### config.mk
export PLATFORM = sky130hd
export DESIGN_NAME = axis_traffic_gen
export DESIGN_NICKNAME = d
export VERILOG_FILES = /design/src/rtl/axis_traffic_gen.sv
export SDC_FILE = /design/constraint.sdc
export NUM_CORES = 1
export LEC_CHECK = 0
export CORE_AREA = 2 2 217 219
export DETAILED_ROUTE_END_ITERATION = 16
export DIE_AREA = 0 0 219 221
export GPL_ROUTABILITY_DRIVEN = 1
export GPL_TIMING_DRIVEN = 1
export SLEW_MARGIN = 20
export SYNTH_ARGS = -nofsm -noshare
export SYNTH_HDL_FRONTEND = slang
export SYNTH_SLANG_ARGS = --single-unit
### constraint.sdc
create_clock -name clk -period 4.25 [get_ports clk]
set_clock_uncertainty 0.2 [all_clocks]
set_input_delay 0.6375 -clock clk [delete_from_list [all_inputs] [get_ports clk]]
set_output_delay 0.6375 -clock clk [all_outputs]
set_load 0.01 [all_outputs]
### src/rtl/axis_traffic_gen.sv
// axis_traffic_gen: AXI-Stream packet generator feeding one mesh input port.
// Each run sends num_pkts packets of pkt_len flits. Destinations rotate
// through the set bits of dest_mask. Each flit carries its flit index, the
// packet sequence number and SRC_ID in tdata.
// Optional feature: define AXIS_TRAFFIC_GEN_STALL_CNT_EN to add the
// stall_cycles output, which counts backpressure cycles.
module axis_traffic_gen #(
    parameter int TDEST_WIDTH = 4,
    parameter int TDATA_WIDTH = 512,
    parameter int SRC_ID      = 0,
    parameter int LEN_WIDTH   = 8
) (
    input  logic                        clk,
    input  logic                        rst,
    input  logic                        start,
    input  logic [LEN_WIDTH-1:0]        pkt_len,
    input  logic [LEN_WIDTH-1:0]        num_pkts,
    input  logic [2**TDEST_WIDTH-1:0]   dest_mask,
    output logic                        axis_out_tvalid,
    input  logic                        axis_out_tready,
    output logic [TDATA_WIDTH-1:0]      axis_out_tdata,
    output logic                        axis_out_tlast,
    output logic [TDEST_WIDTH-1:0]      axis_out_tdest,
    output logic                        busy,
    output logic                        done,
`ifdef AXIS_TRAFFIC_GEN_STALL_CNT_EN
    output logic [31:0]                 stall_cycles,
`endif
    output logic [LEN_WIDTH-1:0]        pkts_sent
);

    localparam int unsigned NDEST = 2**TDEST_WIDTH;

    localparam logic [1:0] IDLE   = 2'd0;
    localparam logic [1:0] SEND   = 2'd1;
    localparam logic [1:0] FINISH = 2'd2;

    logic [1:0]             state;
    logic [LEN_WIDTH-1:0]   len_q;
    logic [LEN_WIDTH-1:0]   num_q;
    logic [NDEST-1:0]       mask_q;
    logic [LEN_WIDTH-1:0]   flit_idx;
    logic [TDEST_WIDTH-1:0] dest_q;
    logic [TDEST_WIDTH-1:0] first_dest;
    logic [TDEST_WIDTH-1:0] next_dest;
    logic [TDEST_WIDTH-1:0] cand;
    logic                   found;
    logic                   xfer;
    logic                   last_flit;
    logic                   last_pkt;
    logic                   empty_run;

    assign xfer      = (state == SEND) && axis_out_tready;
    assign last_flit = (flit_idx == len_q - LEN_WIDTH'(1));
    assign last_pkt  = (pkts_sent == num_q - LEN_WIDTH'(1));
    assign empty_run = (pkt_len == '0) || (num_pkts == '0) || (dest_mask == '0);

    // Lowest set bit of the incoming mask; scanning downward leaves the lowest hit.
    always_comb begin
        first_dest = '0;
        for (int unsigned k = 0; k < NDEST; k++) begin
            if (dest_mask[TDEST_WIDTH'(NDEST - 1 - k)])
                first_dest = TDEST_WIDTH'(NDEST - 1 - k);
        end
    end

    // Next set bit above the current destination. The TDEST_WIDTH-bit add wraps naturally.
    always_comb begin
        next_dest = dest_q;
        found     = 1'b0;
        cand      = '0;
        for (int unsigned k = 1; k <= NDEST; k++) begin
            cand = dest_q + TDEST_WIDTH'(k);
            if (!found && mask_q[cand]) begin
                next_dest = cand;
                found     = 1'b1;
            end
        end
    end

    // Run control: capture config, walk flits and packets, then finish.
    // pkts_sent also serves as the packet sequence number carried in tdata.
    always_ff @(posedge clk) begin
        if (rst) begin
            state     <= IDLE;
            len_q     <= '0;
            num_q     <= '0;
            mask_q    <= '0;
            flit_idx  <= '0;
            dest_q    <= '0;
            pkts_sent <= '0;
        end else begin
            case (state)
                IDLE: begin
                    if (start) begin
                        len_q     <= pkt_len;
                        num_q     <= num_pkts;
                        mask_q    <= dest_mask;
                        flit_idx  <= '0;
                        pkts_sent <= '0;
                        dest_q    <= first_dest;
                        state     <= empty_run ? FINISH : SEND;
                    end
                end
                SEND: begin
                    if (xfer) begin
                        if (last_flit) begin
                            flit_idx  <= '0;
                            pkts_sent <= pkts_sent + LEN_WIDTH'(1);
                            dest_q    <= next_dest;
                            if (last_pkt)
                                state <= FINISH;
                        end else begin
                            flit_idx <= flit_idx + LEN_WIDTH'(1);
                        end
                    end
                end
                FINISH: state <= IDLE;
                default: state <= IDLE;
            endcase
        end
    end

    assign axis_out_tvalid = (state == SEND);
    assign axis_out_tlast  = axis_out_tvalid && last_flit;
    assign axis_out_tdest  = axis_out_tvalid ? dest_q : '0;
    assign busy            = (state != IDLE);
    assign done            = (state == FINISH);

    // Flit payload: index, sequence and source ID. The payload is zero while idle.
    always_comb begin
        axis_out_tdata = '0;
        if (axis_out_tvalid) begin
            axis_out_tdata[15:0]              = 16'(flit_idx);
            axis_out_tdata[31:16]             = 16'(pkts_sent);
            axis_out_tdata[32 +: TDEST_WIDTH] = TDEST_WIDTH'(SRC_ID);
        end
    end

`ifdef AXIS_TRAFFIC_GEN_STALL_CNT_EN
    // Saturating count of cycles where a flit was offered but not accepted.
    always_ff @(posedge clk) begin
        if (rst)
            stall_cycles <= '0;
        else if (state == IDLE && start)
            stall_cycles <= '0;
        else if (axis_out_tvalid && !axis_out_tready && stall_cycles != '1)
            stall_cycles <= stall_cycles + 32'd1;
    end
`endif

endmodule

# After elaboration in Yosys (flattened, before gate mapping)
# Cells that the tools add are included.
[totals]
register_bits = 54
latchBits = 0
mem_bits_rw = 0
mem_bits_ro = 0
out_inout_bits = 528
wordCells = 195
mem_count = 0
[op_classes]
addsub = 19
mul = 0
n_div = 0
magnitude_cmp = 16
eq_ne = 10
shift = 0
n_mux = 98
n_bitwise = 0
reduce_logical = 45
[ops]
columns = ["operator", "count"]
rows = [
  ["$mux W4", 36],
  ["$lt A4 B5 Y1 const B", 16],
  ["$bmux W1 S4", 16],
  ["$mux W8", 5],
  ["$add A4 B4 Y4 const B", 8],
  ["$pmux W8 S2", 2],
  ["$mux W1", 31],
  ["$mux W24", 1],
  ["$logic_and A1 B1 Y1", 17],
  ["$add A4 B3 Y4 const B", 4],
  ["$add A8 B1 Y8 const B", 2],
  ["$eq A8 B8 Y1", 2],
  ["$logic_not A16 Y1", 1],
  ["$logic_not A8 Y1", 2],
  ["$ne A16 B1 Y1 const B", 1],
  ["$sub A8 B1 Y8 const B", 2],
  ["$logic_not A1 Y1", 15],
  ["$mux W2", 5],
  ["$add A4 B2 Y4 const B", 2],
  ["$pmux W4 S2", 1],
  ["$reduce_and A4 Y1", 2],
  ["$ne A2 B1 Y1 const B", 3],
  ["$reduce_and A6 Y1", 1],
  ["$add A4 B1 Y4 const B", 1],
  ["9 further kinds", 12],
]

# Longest topological paths before layout
[logic_depth]
ltp_word = 52
mapped_depth = 14
ltp_nobuf = 11

# Least setup slack after synthesis
# No wires, ideal clock.
[synth_timing]
path_kind = "register -> register"
from = "reg dest_q[0]"
to = "reg dest_q[2]"
setup_time_ns = 0.080
arrival_ns = 3.757
t_required_ns = 3.970
path_slack_ns = 0.214
stages_incl_launch_ff = 14
n_path_buf = 3
period_less_slack_ns = 4.036
cell_sequence = "dfxtp_1 -> buf_6 -> buf_8 -> clkinv_1 -> ha_1 -> buf_4 -> mux4_2 -> mux4_2 -> nor4_4 -> nand4_4 -> a311o_1 -> a221oi_2 -> o21ai_1 -> a211oi_2"
[synth_via]
elab_chain_len = 50
word_cells_on_any_way = 114
[synth_rtl]
columns = ["item", "line_no", "rtl"]
rows = [
  ["from (decl)", "43", "logic [TDEST_WIDTH-1:0] dest_q;"],
  ["from (signal assigned)", "101", "dest_q <= first_dest;"],
  ["from (signal assigned)", "110", "dest_q <= next_dest;"],
  ["$add A4 B1 Y4", "73", "cand = dest_q + TDEST_WIDTH'(k);"],
  ["$bmux W1 S4", "74", "if (!found && mask_q[cand]) begin"],
  ["$mux W1 (not written as such)", "74", ""],
  ["$mux W1", "74", ""],
  ["$logic_not A1 Y1", "74", ""],
  ["$logic_and A1 B1 Y1", "74", ""],
  ["$mux W1", "74", ""],
  ["$logic_not A1 Y1", "74", ""],
  ["[... 34 more ...]", "-", ""],
  ["$mux W1", "74", ""],
  ["$logic_not A1 Y1", "74", ""],
  ["$logic_and A1 B1 Y1", "74", ""],
  ["$mux W4 / $mux W1 (equally long branches)", "74", ""],
  ["$mux W4 / $logic_not A1 Y1 (equally long branches)", "74", ""],
  ["$mux W4 / $logic_and A1 B1 Y1 (equally long branches)", "107, 74", ""],
  ["$mux W4 / $ne A2 B2 Y1 (equally long branches)", "-", ""],
  ["$pmux W4 S2 / $reduce_and A6 Y1 (equally long branches)", "-", ""],
]
# Parallel ways exist; a longest one is shown, timed or not. The select of a mux whose other input is x is not followed.
# A chain may end at the register's enable or synchronous reset.

# Worst setup path after layout
[layout_timing]
from = "reg dest_q[0]"
to = "reg dest_q[3]"
# Same word-level chain as after synthesis.

==> flow_summary_export.csv <==
group,metric,value,unit
status,status,"complete, no violations",
power_and_ir_drop,power_density,408.9,nW/um^2
cts,numClockSinks,54,
worst_setup_path,worstSetupPathType,"flop to flop",
floorplanning,initial_core_util,19.56,%
cts,clk_pin_slew,80,ps
worst_setup_path,crit-reg2reg-launch,"dest_q[0]",
floorplanning,rows,79,
power_and_ir_drop,p_comb_share,69.7,%
power_and_ir_drop,ir_worst_vdd,0.0001787,V
timing,setup_viol,0,
grt,grt_usage,8.194,%
floorplanning,die_w,219,um
timing,fin_crit,3940,ps
timing,slew_viol_final,0,
worst_setup_path,cp-startpoint,"dest_q[0]",
timing,fmax,0.2538,GHz
synth,yosys.area_share.adder,1.667,%
power_and_ir_drop,power_switching,1.802,mW
power_and_ir_drop,swShare,49.51,%
synth,ys_seq_elements,54,
detailed_routing,ant_nets,0,
timing,grt_setup_unrepaired,"no",
power_and_ir_drop,p_leak,4.098,nW
cells_and_area,final_common_cell,"conb_1",
synth,synth.distinct_cells,74,
detailed_routing,wirelength,21720,um
timing,tightestPinTransition,1019,ps
timing,hold_violations,0,
grt,grt_max_degree,49,
synth,synth_edf_count,0,
place,dp_hpwl,18010,um
worst_hold_path,hold_class,"flop to flop",
cts,h-tree-depth,2,
synth,synthMuxAreaShare,13.07,%
cells_and_area,drive_gt1_share,7.938,%
synth,ys_warn_count,0,
synth,syn_avg_cell_area,7.902,um^2
job,max-cap-violations,0,
worst_setup_path,cp_max_fo,25,
cells_and_area,fill_cells,5164,
cells_and_area,area_delta_synth_final,-1.194,%
power_and_ir_drop,p_seq_share,16.9,%
place,dpl-instance-area,8722,um^2
detailed_routing,first_pass_iters,5,
worst_setup_path,startpoint_type,"flop",
power_and_ir_drop,clockPowerShare,13.4,%
worst_setup_path,r2r_setup_slack,310,ps
cts,clk_path_buf_depth,2,
cells_and_area,multi_input_area,5778,um^2
synth,async_reset_ff_share,0,%
cts,cts-buffers-inserted,5,
place,port_buffers,67,
floorplanning,die_area,48400,um^2
cts,cts_tree,"yes",
detailed_routing,viasPerCell,3.569,
power_and_ir_drop,p_total,3.639,mW
worst_setup_path,worstSetupEndpointType,"flop",
synth,synth_area,9009,um^2
timing,holdWs,269.1,ps
worst_setup_path,worst_path_max_delay_cell,"mux4_2",
worst_setup_path,required,4250,ps
cells_and_area,final_cell_mix,"conb_1, nand2_1, clkdlybuf4s50_1",
worst_setup_path,slowest_delay,610,ps
cells_and_area,nNetsFinal,1269,
grt,grt_pass1_vias,5386,
floorplanning,fp.dieH,221,um
detailed_routing,vias,6532,
cells_and_area,fin_area,8901,um^2
worst_hold_path,min-delay-start,"len_q[7]",
grt,antenna_found_initial,1,
floorplanning,ioPinCount,564,
detailed_routing,drcViolationCount,0,
cts,hold_buffers,0,
synth,yosys.area_share.simple,14.31,%
cells_and_area,ff_latch_area,1081,um^2
worst_setup_path,path_cells,"buf_4 > ha_1 > xor2_2 > mux4_2 > mux2i_1 > buf_4 > nor4_4 > buf_4 > a32oi_1 > a21boi_0 > o22ai_1 > nor3b_1 > o41ai_2",
cts,cts-root-buf,"clkbuf_16",
worst_setup_path,crit_top_cell,"buf_4",
timing,slew_headroom,32.06,%
worst_setup_path,worstPathArrival,3940,ps
synth,yosysSeqAreaShare,12.00,%
detailed_routing,drt_iter0_markers,441,
synth,synth_xor_area_share,4.264,%
synth,ys.flop_type,"dfxtp_1",
timing,worst_slack,310.2,ps
synth,synth_compound_area_share,10.14,%
synth,synth_cells,1140,
place,gpl.final_weighted_congestion,0.9115,
grt,grt.overflow.total,0,
grt,grt_pass1_wl,31680,um
place,dp_slack,254.2,ps
timing,period_share,92.70,%
power_and_ir_drop,p_int,1.838,mW
cts,worstSkewPairLatency,300,ps
detailed_routing,wire_per_inst,11.87,um
synth,synth_top_family_by_area,"buffers and inverters",
floorplanning,coreArea,46060,um^2
timing,finalSetupTns,0,ps
## state kept, by name, summed over array words and instances (netlist names)
signal and count:
mask_q 16, flit_idx 8, len_q 8, num_q 8, pkts_sent 8, dest_q 4
state 2
## timing repair
action                                  CTS  global route
hold endpoints to repair                  0             0
resized for setup                         0             1
endpoints found under the setup margin    0             2
buffers inserted                          0             0
## cells by family after synthesis
family	Yosys count
other	1
DFF	54
and+or+nand+nor	259
adders and majority gates	12
xor gates and xnor gates	43
AOI/OAI and AO/OA	140
muxes	73
buffers and inverters	558
## synth_stat cells (all sizes together), types with 5 or more instances
| master | number | area (um^2) |
|---|---|---|
| a21oi | 55 | 275.3 |
| o21ai | 23 | 118.9 |
| xor2 | 29 | 261.5 |
| nor2 | 55 | 209.0 |
| nand4 | 13 | 96.34 |
| xnor2 | 14 | 122.6 |
| mux2i | 31 | 310.3 |
| inv | 23 | 86.33 |
| nor3 | 11 | 55.05 |
| nand3 | 10 | 50.05 |
| dfxtp | 54 | 1081 |
| mux2 | 12 | 135.1 |
| nor4 | 18 | 157.7 |
| ha | 12 | 150.1 |
| buf | 511 | 3834 |
| mux4 | 30 | 732.0 |
| nand3b | 6 | 45.04 |
| and2 | 19 | 118.9 |
| nand2 | 101 | 379.1 |
| clkbuf | 21 | 78.83 |
| and3 | 5 | 31.28 |
| o31ai | 7 | 62.56 |
| a31oi | 5 | 31.28 |
| o22ai | 8 | 50.05 |
| nor3b | 5 | 37.54 |
## metal layers
layer	up-vias	track usage (%)	share of wire (%)
li1	3029	-	-
met2	413	13.80	48
met5	-	0	0
met4	0	2.310	2.8
met3	31	1.498	8.5
met1	3059	10.62	41
## final timing paths
path / end / depth (start not counted)
worst max register to register: dest_q[3] / 13
worst min register to register: len_q[7] / 2
worst min-delay path: len_q[7] / 2
worst max-delay path: dest_q[3] / 13
## power groups by stage
| stage | registers [mW] | logic (mW) | clock network (mW) |
|---|---|---|---|
| floorplan | 0.603 | 2.05 | 0 |
| global route | 0.623 | 2.73 | 0.521 |
| finish | 0.615 | 2.54 | 0.487 |
| CTS | 0.614 | 2.48 | 0.503 |
| global placement | 0.624 | 2.52 | 0 |
| detailed placement | 0.626 | 2.47 | 0 |
## worst max-delay path: cells and delay by family (launching register included)
kind            cells  cell delay [ps]
compound gates      4              870
xor+xnor            1              280
buf+inv             3              680
fa+ha+maj           1              360
mux                 2              850
flops               1              330
simple gates        2              230
## through the flow
stage / utilization, % / cells
2_1_floorplan: - / 1635
3_3_place_gp: 18.94 / 1821
3_5_place_dp: 18.94 / 1821
4_1_cts: 19.31 / 1829
5_1_grt: 19.32 / 1829
6_report: 19.32 / 1830
## layout make-up
class                           count  share of cell area, %
Timing Repair Buffer              111                  11.33
Tap cell                          607                  8.532
Clock buffer                        5                  1.406
Antenna cell                        1                0.02811
Sequential cell                    54                  12.15
Multi-Input combinational cell   1023                  64.91
Inverter                           26                  1.096
Clock inverter                      3                 0.5482
(Power assumes the default switching activity.)
